[src/rtl/regfile_wport_arbiter.sv]
// regfile_wport_arbiter
//   Shares the register-file write port among N_REQ writeback requesters.
//   A round-robin arbiter accepts at most one request per cycle. The accepted
//   request is registered into a one-entry write stage, which drives the
//   register file. Two forwarding lookups expose the staged write so that
//   readers see it one cycle before the register file holds it.
//
// Ports
//   clk, clr                 clock, synchronous active-high clear
//   req_valid[N_REQ]         requester i has a write pending
//   req_number[5*N_REQ]      destination register of requester i
//   req_data[32*N_REQ]       write data of requester i
//   req_ready[N_REQ]         combinational one-hot grant (or zero)
//   hold                     blocks new grants; the write stage still drains
//   w_en, w_number, data_in  registered write stage towards the register file
//   fwd_number_a/b           forwarding lookup addresses
//   fwd_hit_a/b, fwd_data_a/b  forwarding results (data is 0 on a miss)
//
// Handshake: a transfer from requester i happens at a rising edge where
// req_valid[i] and req_ready[i] are both high. The requester must keep
// req_number/req_data stable while valid is high and not yet accepted.
// req_ready never depends on req_number/req_data.

module regfile_wport_arbiter #(
  parameter int N_REQ = 3
) (
  input  logic                  clk,
  input  logic                  clr,
  input  logic [N_REQ-1:0]      req_valid,
  input  logic [5*N_REQ-1:0]    req_number,
  input  logic [32*N_REQ-1:0]   req_data,
  output logic [N_REQ-1:0]      req_ready,
  input  logic                  hold,
  output logic                  w_en,
  output logic [4:0]            w_number,
  output logic [31:0]           data_in,
  input  logic [4:0]            fwd_number_a,
  input  logic [4:0]            fwd_number_b,
  output logic                  fwd_hit_a,
  output logic                  fwd_hit_b,
  output logic [31:0]           fwd_data_a,
  output logic [31:0]           fwd_data_b
);

  localparam int PTR_W = (N_REQ > 1) ? $clog2(N_REQ) : 1;

  logic [PTR_W-1:0] ptr;
  logic [PTR_W-1:0] grant_idx;
  logic [PTR_W-1:0] next_ptr;
  logic             grant_any;
  logic [4:0]       grant_number;
  logic [31:0]      grant_data;
  int               scan_idx;

  // Round-robin search: start at ptr, walk upward with wrap-around, first
  // valid requester wins. The winner's number/data are muxed out here so the
  // sequential block only has to register them.
  always_comb begin
    req_ready    = '0;
    grant_any    = 1'b0;
    grant_idx    = '0;
    grant_number = '0;
    grant_data   = '0;
    scan_idx     = 0;
    if (!clr && !hold) begin
      for (int k = 0; k < N_REQ; k++) begin
        scan_idx = int'(ptr) + k;
        if (scan_idx >= N_REQ) scan_idx = scan_idx - N_REQ;
        if (!grant_any && req_valid[scan_idx]) begin
          grant_any          = 1'b1;
          grant_idx          = scan_idx[PTR_W-1:0];
          grant_number       = req_number[5*scan_idx +: 5];
          grant_data         = req_data[32*scan_idx +: 32];
          req_ready[scan_idx] = 1'b1;
        end
      end
    end
  end

  always_comb begin
    if (grant_idx == PTR_W'(N_REQ - 1)) next_ptr = '0;
    else                                next_ptr = grant_idx + PTR_W'(1);
  end

  // Write stage. A write to register 0 still consumes its grant and moves
  // the pointer, but is never presented to the register file.
  always_ff @(posedge clk) begin
    if (clr) begin
      ptr      <= '0;
      w_en     <= 1'b0;
      w_number <= '0;
      data_in  <= '0;
    end else if (grant_any) begin
      ptr      <= next_ptr;
      w_en     <= (grant_number != 5'd0);
      w_number <= grant_number;
      data_in  <= grant_data;
    end else begin
      w_en     <= 1'b0;
    end
  end

  // Forwarding: register 0 never hits, so a lookup of r0 always reads 0.
  always_comb begin
    fwd_hit_a  = w_en && (w_number == fwd_number_a) && (fwd_number_a != 5'd0);
    fwd_hit_b  = w_en && (w_number == fwd_number_b) && (fwd_number_b != 5'd0);
    fwd_data_a = fwd_hit_a ? data_in : 32'd0;
    fwd_data_b = fwd_hit_b ? data_in : 32'd0;
  end

endmodule

[config.mk]
export PLATFORM = sky130hd
export DESIGN_NAME = regfile_wport_arbiter
export DESIGN_NICKNAME = d
export VERILOG_FILES = /design/src/rtl/regfile_wport_arbiter.sv
export SDC_FILE = /design/constraint.sdc
export NUM_CORES = 1
export LEC_CHECK = 0
export CORE_ASPECT_RATIO = 0.7
export CORE_MARGIN = 2
export CORE_UTILIZATION = 40
export DETAILED_ROUTE_END_ITERATION = 10
export MAX_ROUTING_LAYER = met4
export PLACE_DENSITY = 0.84
export SLEW_MARGIN = 5
export SYNTH_ARGS = -nofsm -noshare
export SYNTH_HDL_FRONTEND = slang
export SYNTH_SLANG_ARGS = --single-unit
[constraint.sdc]
create_clock -name clk -period 3.7 [get_ports clk]
set_input_delay 0.74 -clock clk [delete_from_list [all_inputs] [get_ports clk]]
set_output_delay 0.74 -clock clk [all_outputs]
set_load 0.01 [all_outputs]
Word level (Yosys, flattened, before mapping) --
Cells that the tools add are included. Widths: inputs -> output; s select.
Word-level totals: bits in writable memories 0, memories 0, latch bits 0, memory bits (read-only) 0, bits in registers 40
Operators by class: bitwise gates (word level) 3, divide/modulo/power cells 0, equal/unequal tests 3, multiplexer cells 48, multipliers 3, add/subtract/negate cells 6, reductions and logical operators 18, shift-type cells 6, magnitude comparators 9
Operators by type and width (count):
- $mux 32 | 12
- $shiftx 96x32->32 | 3
- $ge 32x1->1 const B | 3
- $lt 32x4->1 const B | 3
- $mul 4x32->32 const A | 3
- $shiftx 15x32->5 | 3
- $mux 5 | 4
- $mux 3 | 6
- $mux 1 | 15
- $reduce_bool 5->1 | 3
- $eq 5x5->1 | 2
- $logic_and 1x1->1 | 10
- $mux 2 | 5
- $sub 3x2->4 const B | 2
- $bmux 1 s2 | 3
- $demux 1 s2 | 3
- $ge 3x2->1 const B | 2
- $or 3x3->3 | 2
- $logic_not 1->1 | 4
- $add 2x1->3 const B | 1
- $add 2x2->3 const B | 1
- $sub 2x2->3 const B | 1
- $add 2x1->2 const B | 1
- $eq 2x2->1 const B | 1
- 3 further kinds | 3

Longest topological paths before layout --
Gate-level depths: netlist of run 1.
depth in word-level cells 18, depth in mapped cells 16, depth with buffers taken out 12

Least setup slack after synthesis of run 1 --
Ideal clock, no wire load.
kind reg2reg, start point register ptr[0], end point register w_en, cell stages (with the launch flop) 17, setup slack 0.194 ns, data arrival time 3.376 ns, setup time 0.130 ns, buffers on the path 4, data required time 3.570 ns, path through dfxtp_1 -> inv_1 -> ha_1 -> buf_2 -> buf_2 -> buf_2 -> buf_2 -> nor3b_1 -> ha_1 -> inv_1 -> fa_1 -> xor2_1 -> nor3_1 -> o2bb2ai_1 -> a311o_1 -> a22oi_1 -> nand4_1
On the way: cells in the longest elaborated chain, start to end 18, elaborated cells on any way between the ends 46, classes of those cells 5 x add/sub; 3 x mul; 3 x order compare; 3 x shift; 25 x mux; 1 x bitwise; 6 x reduce/logical
Ends and longest elaborated chain:
- start, declared | line 47 | logic [PTR_W-1:0] ptr;
- start signal, assigned | line 94 | ptr <= next_ptr;
- parallel branches: the longest is 18 deep, another holds $mul 4x32->32
- end signal, assigned | line 95 | w_en <= (grant_number != 5'd0);
- end, declared | line 34 | output logic w_en,
Several ways; the timed one is not identified. The select of a mux whose other input is x is not followed. A chain may end at the register's enable or synchronous reset.

Worst setup path after layout of run 1 --
start point register ptr[1], end point output port req_ready[1]
On the way: cells in the longest elaborated chain, start to end 16, elaborated cells on any way between the ends 54, classes of those cells 5 x add/sub; 9 x order compare; 31 x mux; 2 x bitwise; 7 x reduce/logical
Ends and longest elaborated chain:
- parallel branches: the longest is 14 deep, another holds $ge 32x1->1
- $mux 3 * | line 69 | if (!grant_any && req_valid[scan_idx]) begin
- $mux 3 * | line 65 | if (!clr && !hold) begin
- end, declared | line 32 | output logic [N_REQ-1:0] req_ready,
Mark *: on every way between the ends. The select of a mux whose other input is x is not followed.

==> results of run 1 <==
-- metal layers --
metal	vias to the layer above	GRT usage (%)	part of all wire, %
met5	-	-	0
met4	0	6.03	1.4
met3	28	6.42	11
met2	441	42.5	43
met1	3186	38.2	44
li1	3287	-	-
-- registers in the layout (all words and copies together) (netlist names) --
| name | cells |
|---|---|
| data_in | 32 |
| w_number | 5 |
| ptr | 2 |
| w_en | 1 |
-- critical path, cell delays in order, from the launching register on --
cell,delay [ns]
sky130_fd_sc_hd__dfxtp_1,0.49
sky130_fd_sc_hd__inv_1,0.16
sky130_fd_sc_hd__ha_4,0.27
sky130_fd_sc_hd__or4b_1,0.49
sky130_fd_sc_hd__a22o_1,0.25
sky130_fd_sc_hd__nand2_4,0.09
sky130_fd_sc_hd__nand2_1,0.06
sky130_fd_sc_hd__a21oi_1,0.17
sky130_fd_sc_hd__clkdlybuf4s50_1,0.56
-- metrics by stage --
step	utilization, %	setup slack (ns)	hold slack (ns)	instances	TNS, ns
final	59.8	0.162	0.481	1188	0
after global routing	59.8	-0.00685	0.515	1188	-0.00716
after CTS	59.7	0.145	0.485	1187	0
after detailed placement	58.5	0.146	0.479	1179	0
after global placement	58.5	0.180	0.473	1179	0
after floorplan	-	0.194	0.496	807	0
-- timing repair --
item	4_1_cts	5_1_grt
setup buffers	0	1
gates resized for setup	0	3
setup endpoints to repair	0	57
-- power by group through the flow --
stage,combinational [W],sequential [W],clock [W]
2_1_floorplan,0.000960,0.000541,0
3_3_place_gp,0.00146,0.000541,0
3_5_place_dp,0.00149,0.000542,0
4_1_cts,0.00149,0.000532,0.000477
5_1_grt,0.00164,0.000541,0.000494
6_report,0.00152,0.000532,0.000468
-- final timing paths --
kind / to / slack, ns / depth (start not counted)
worst max-delay path: req_ready[1] / 0.16 / 8
worst min-delay path: data_in[18] / 0.48 / 2
worst max register to register: data_in[0] / 0.35 / 8
worst min register to register: data_in[18] / 0.48 / 2
-- layout by cell type (no fill, tap or decap), types with 33 or more instances in the layout --
cell	Yosys	final
sky130_fd_sc_hd__and2_1	68	69
sky130_fd_sc_hd__o21ai_0	75	75
sky130_fd_sc_hd__mux2_1	35	35
sky130_fd_sc_hd__nor2_1	47	47
sky130_fd_sc_hd__a311oi_1	33	33
sky130_fd_sc_hd__dfxtp_1	40	39
sky130_fd_sc_hd__a22oi_1	37	37
sky130_fd_sc_hd__a21oi_1	78	78
sky130_fd_sc_hd__mux2i_1	76	76
sky130_fd_sc_hd__nand2_1	110	110
sky130_fd_sc_hd__clkdlybuf4s50_1	0	233
sky130_fd_sc_hd__or3_1	33	33
-- layout make-up --
class,instances,area (um^2),share of cell area [%]
timing repair buffer,267,2620,31.6
tap,190,238,2.87
inverter,8,30.0,0.363
clock inverter,2,35.0,0.424
clock buffer,6,129,1.56
sequential,40,802,9.70
multi-input combinational,675,4420,53.4
-- kinds of logic (layout without fill, tap and decap cells) --
family / Yosys count / in the layout
XOR/XNOR: 9 / 9
adder cells (fa/ha/maj): 9 / 9
flip-flops: 40 / 40
AO/OA/AOI/OAI: 246 / 246
buffers and inverters: 92 / 283
AND/OR/NAND/NOR: 298 / 298
multiplexers: 113 / 113
==> out/metrics.sh, run 1 <==
FILLER_CELL_COUNT=1254
POSTSYNTHREGISTERBITS=40
CLASS_OF_THE_TIGHTEST_HOLD_OR_REMOVAL_CHECK='register to register'
START_UTIL_PCT=40.6
TIMING.FINAL.SETUP_VIOLATIONS=0
GRTUSAGETOTAL_PCT=28.0
NETLIST.AREA_LEADER.SHARE_PCT=14.3
SYNTH_ASYNC_SR_FLOP_SHARE_PCT=0
CRIT_START='ptr[1]'
WL_UM=21700
POWER.SHARE.SWITCHING_PCT=41.3
DRIVE_ABOVE_1_SHARE_PCT=5.41
ORIGIN_OF_THE_WORST_MIN_DELAY_PATH='data_in[18]'
TIMING.MAX_CAP.VIOLATIONS=0
ROW_COUNT=36
SYNTH_TOP_FAMILY_BY_AREA='compound AO/OA/AOI/OAI gates'
P_LEAK_nW=2.93
SYNTH.MOST_COMMON_CELL='sky130_fd_sc_hd__nand2_1'
ROOT_BUFFER='sky130_fd_sc_hd__clkbuf_16'
SYN-INSTANCE-COUNT=807
TOTALPOWERFINAL_W=0.00252
SLEW_HEADROOM_PCT=26.8
GRT_START_MAX_NET_PINS=56
WORST-ENDPOINT-ARRIVAL_NS=2.80
SYNTH_FA_HA_AREA_SHARE_PCT=2.14
MAXSLEWVIOLCOUNT=0
TIMING.CRITICAL_PATH.FANOUT_MAX=7
CTS_INSERTED_BUFFERS=5
GRT_PASS1_VIAS=6082
SYNTH_XOR_XNOR_AREA_SHARE_PCT=1.41
POST-ROUTE-PERIOD-UTIL_PCT=95.6
TIGHTEST_SLEW_NS=1.10
GLOBALROUTEOVERFLOWTOTAL=0
RESULT_OF_THE_RUN='finished, final reports clean'
CRITICALPATHCATEGORY='register to primary output'
GRT_ANTENNA_BEFORE_REPAIR=0
SYNTHESIS.AREA_UM2=5610
POWER-PER-CELL-AREA_nW_PER_UM2=305
CTS_NUM_SINKS=40
ANTENNA_DIODE_COUNT=0
POWER_FRAC_CLOCK_PCT=18.6
CLK_LATENCY_NS=0.27
YS_SEQ_AREA_SHARE_PCT=14.3
DESIGN.PORTCOUNT=234
COMB_POWER_SHARE_PCT=60.3
CRITICAL_PATH.STARTPOINT_TYPE='register'
POST-ROUTE-MIN-PERIOD_NS=3.54
POSTSYNTHNETCOUNT=943
DIE_W_UM=146
CTS.CLK_SLEW.WORST_PATHS_NS=0.05
POSTLAYOUTCELLAREA_UM2=8270
MAX-VDD-IR-DROP_V=0.000174
DRCVIOLATIONCOUNT=0
RR_STARTPOINT='ptr[1]'
SYN_AREA_PER_CELL_UM2=6.95
INTERNAL_POWER_W=0.00148
AREA_FRACTION_IN_COMPOUND_GATES_AFTER_SYNTHESIS_PCT=27.0
DETAIL-ROUTE-ANTENNA-NETS=0
CLOCK_TREE.HTREE_LEVEL_COUNT=2
DR_TOTAL_VIAS=6942
AREA_GROWTH_FROM_SYNTHESIS_TO_FINAL_LAYOUT_PCT=47.4
GP_ROUTABILITY_CONGESTION=1.00
NETS=1133
TRITONCTS='built'
AVGROUTEDWIREPERCELL_UM=18.3
GRT_FIRST_PASS_WIRELENGTH_UM=33100
MULTIPLEXER_AREA_FRACTION_AFTER_SYNTHESIS_PCT=21.2
NETLIST.TOP_CELL.BY_AREA='sky130_fd_sc_hd__dfxtp_1'
FP.COREAREA_UM2=13800
DRTPASS1ITERATIONS=5
PLACED_AREA_UM2=8090
MAX_FREQ_MHz=283
CP.REQUIRED_NS=2.96
YOSYS.AREA_SHARE.SIMPLE_PCT=26.2
SYNTH_COMMONEST_CELLS='sky130_fd_sc_hd__nand2_1, sky130_fd_sc_hd__a21oi_1, sky130_fd_sc_hd__mux2i_1'
REPORT.FINAL.HOLD_VIOL_COUNT=0
MOST_USED_DFF_POST_SYNTH='sky130_fd_sc_hd__dfxtp_1'
CLOCK_TREE.BUFFER_DEPTH=2
DESIGN.DIE.AREA_UM2=15000
PORT-BUFFER-COUNT=233
SEQPWRFRAC_PCT=21.1
NUMBER_OF_DIFFERENT_LIBRARY_CELLS_IN_THE_POST_SYNTHESIS_NETLIST=52
SYNTH.AREA.TOP_CELLS='sky130_fd_sc_hd__dfxtp_1, sky130_fd_sc_hd__mux2i_1, sky130_fd_sc_hd__and2_1, sky130_fd_sc_hd__nand2_1, sky130_fd_sc_hd__mux2_1'
YOSYS_WARNINGS=0
CRIT_PATH_END_KIND='primary output'
VIA_DENSITY=5.84
FIN_SKEW_NS=0.00387
DIEHEIGHT_UM=103
NUMBER_OF_FLOPS_MAPPED_TO_ENABLE_CELLS_BY_YOSYS=0
DP_HPWL_UM=16200
P_SW_W=0.00104
POST_CTS_HOLD_BUFFER_COUNT=0
DRT_ITER0_MARKERS=516
(Power assumes the default switching activity.)
==> inputs of run 2 (changes only) <==
==> constraint.sdc (replaced) <==
create_clock -name clk -period 3.7 [get_ports clk]
set_input_delay 0.74 -clock clk [delete_from_list [all_inputs] [get_ports clk]]
set_output_delay 0.74 -clock clk [all_outputs]
set_load 0.02 [all_outputs]
==> out/metrics.sh, run 2 (synthesis gave the netlist of run 1 again) <==
POSTLAYOUTCELLAREA_UM2=8320
CP.REQUIRED_NS=2.96
ROOT_BUFFER='sky130_fd_sc_hd__clkbuf_16'
FINAL_CELL_MIX='sky130_fd_sc_hd__clkdlybuf4s50_1, sky130_fd_sc_hd__nand2_1, sky130_fd_sc_hd__a21oi_1'
CRIT_START='fwd_number_a[4]'
PORT-BUFFER-COUNT=233
CTS_NUM_SINKS=40
MOSTFREQUENTLAYOUTCELL='sky130_fd_sc_hd__clkdlybuf4s50_1'
GLOBALROUTEOVERFLOWTOTAL=0
DRTPASS1ITERATIONS=6
FIN_SKEW_NS=0.00430
WORST-ENDPOINT-ARRIVAL_NS=2.86
VIA_DENSITY=5.90
POWER-PER-CELL-AREA_nW_PER_UM2=302
CTS_INSERTED_BUFFERS=5
DIEHEIGHT_UM=103
GRT_FIRST_PASS_WIRELENGTH_UM=33700
ROUTE.TOP_LAYER_USED='met4'
RESULT_OF_THE_RUN='finished, final reports clean'
POSTCTSSETUPBUFFERS=0
REPORT.FINAL.HOLD_VIOL_COUNT=0
CRITICALPATHCATEGORY='primary input to primary output'
WL_MET2_UM=9720
CLASS_OF_THE_TIGHTEST_HOLD_OR_REMOVAL_CHECK='register to register'
POST_CTS_HOLD_BUFFER_COUNT=0
START_UTIL_PCT=40.6
DR_TOTAL_VIAS=6992
ANTENNA_DIODE_COUNT=0
PEAK_PER_STAGE_DELAY_ON_THE_CRITICAL_PATH_NS=0.62
LARGEST_REGISTER_FFS=32
NETS=1132
ENDPOINT='fwd_data_a[29]'
MAXSLEWVIOLCOUNT=0
REGTOREGENDPOINT='w_en'
TIMING.CRITICAL_PATH.FANOUT_MAX=33
RR_STARTPOINT='ptr[0]'
POST-ROUTE-MIN-PERIOD_NS=3.60
CP_CELL_SEQUENCE='clkdlybuf4s50_1 -> nor3_1 -> a21oi_1 -> nor4_1 -> and3_1 -> buf_12 -> and2_1 -> clkdlybuf4s50_1'
AVGROUTEDWIREPERCELL_UM=18.6
TIGHTEST_SLEW_NS=1.07
TIMING.MAX_CAP.VIOLATIONS=0
FP.COREAREA_UM2=13800
CLOCK_TREE.BUFFER_DEPTH=2
CLK_LATENCY_NS=0.27
POST-ROUTE-PERIOD-UTIL_PCT=97.2
CRIT_PATH_END_KIND='primary output'
DESIGN.DIE.AREA_UM2=15000
AREA_GROWTH_FROM_SYNTHESIS_TO_FINAL_LAYOUT_PCT=48.4
CRITICAL_PATH.SLOWEST_CELL='sky130_fd_sc_hd__clkdlybuf4s50_1'
REG_TO_REG_SETUP_TIMING_SLACK_NS=0.29
REG_TOP3='data_in: 32 flops, w_number: 5 flops, ptr: 2 flops'
MAX_FREQ_MHz=278
CP_COMMON_CELL='sky130_fd_sc_hd__clkdlybuf4s50_1'
ROW_COUNT=36
CRITICAL_PATH.STARTPOINT_TYPE='primary input'
METAL1_WIRELENGTH_UM=9550
DETAIL-ROUTE-ANTENNA-NETS=0
DRCVIOLATIONCOUNT=0
WL_UM=22100
CTS.CLK_SLEW.WORST_PATHS_NS=0.05
DRIVE_ABOVE_1_SHARE_PCT=5.42
DRT_ITER0_MARKERS=593
DESIGN.PORTCOUNT=234
SETUP_TNS_NS=0
GRTUSAGETOTAL_PCT=28.5
LARGEST_REGISTER='data_in'
CLOCK_TREE.HTREE_LEVEL_COUNT=2
PLACED_AREA_UM2=8090
P_LEAK_nW=3.47
GRT_SETUP_UNREPAIRED='false'
TRITONCTS='built'
TIMING.FINAL.SETUP_VIOLATIONS=0
GRT_START_MAX_NET_PINS=56
DP_HPWL_UM=16200
ROUTE.MET3.WL_UM=2440
GP_ROUTABILITY_CONGESTION=0.988
FILLER_CELL_COUNT=1219
GRT_PASS1_VIAS=6243
MAX-VDD-IR-DROP_V=0.000182
GRT_ANTENNA_BEFORE_REPAIR=0
DIE_W_UM=146
WORST_R2R_PATH_DEPTH=12
SLEW_HEADROOM_PCT=28.7
TOTALPOWERFINAL_W=0.00252
-- run 2: through the flow --
stage / setup WS, ns / cells / hold WS [ns] / utilization, %
after global placement: 0.107 / 1179 / 0.471 / 58.5
after global routing: 0.00158 / 1186 / 0.517 / 60.2
after detailed placement: 0.0797 / 1179 / 0.476 / 58.5
after CTS: 0.0783 / 1186 / 0.483 / 59.6
after floorplan: 0.194 / 807 / 0.514 / -
final: 0.103 / 1186 / 0.485 / 60.2
-- run 2: critical path: cells and delay by family --
family	cells	cell delay, ns
buf+inv	3	1.22
simple gates	4	0.82
compound gates	1	0.07
-- run 2: power by group --
part,switching (W),internal (W),leakage (nW)
Combinational,0.000869,0.000683,3.06
Clock,0.000149,0.000282,0.0760
Sequential,0.0000551,0.000477,0.326
-- run 2: worst min-delay path by stage --
stage	from	slack (ns)	endpoint	cells past startpoint
finish	data_in[12]	0.49	data_in[12]	2
floorplan	ptr[0]	0.51	ptr[0]	2
detailed placement	data_in[12]	0.48	data_in[12]	2
CTS	data_in[12]	0.48	data_in[12]	2
global route	data_in[26]	0.52	data_in[26]	2
global placement	data_in[0]	0.47	data_in[0]	2
-- run 2: routing by layer --
layer | track usage, % | vias up
li1 | - | 3289
met1 | 38.1 | 3247
met2 | 44.1 | 414
met3 | 6.02 | 42
met4 | 6.86 | 0
met5 | - | -
-- run 2: area by class of cell --
cell class,instances,area (um^2),area share (%)
tap,190,238,2.86
multi-input combinational,675,4420,53.1
timing repair buffer,266,2680,32.2
sequential,40,803,9.65
clock buffer,7,153,1.83
inverter,8,30.0,0.361
-- run 2: repair_timing --
action,in CTS,in global routing
gates resized for setup,0,32
setup endpoints to repair,0,35
endpoints found under the hold margin,0,0
==> inputs of run 3 (changes only) <==
--- a/config.mk
+++ b/config.mk
@@ -5,6 +5,7 @@
 export SDC_FILE = /design/constraint.sdc
 export NUM_CORES = 1
 export LEC_CHECK = 0
+export ABC_AREA = 0
 export CORE_ASPECT_RATIO = 0.7
 export CORE_MARGIN = 2
 export CORE_UTILIZATION = 40
==> results of run 3 <==
Same layout as run 2: the final DEF is identical, and so are final timing and power.
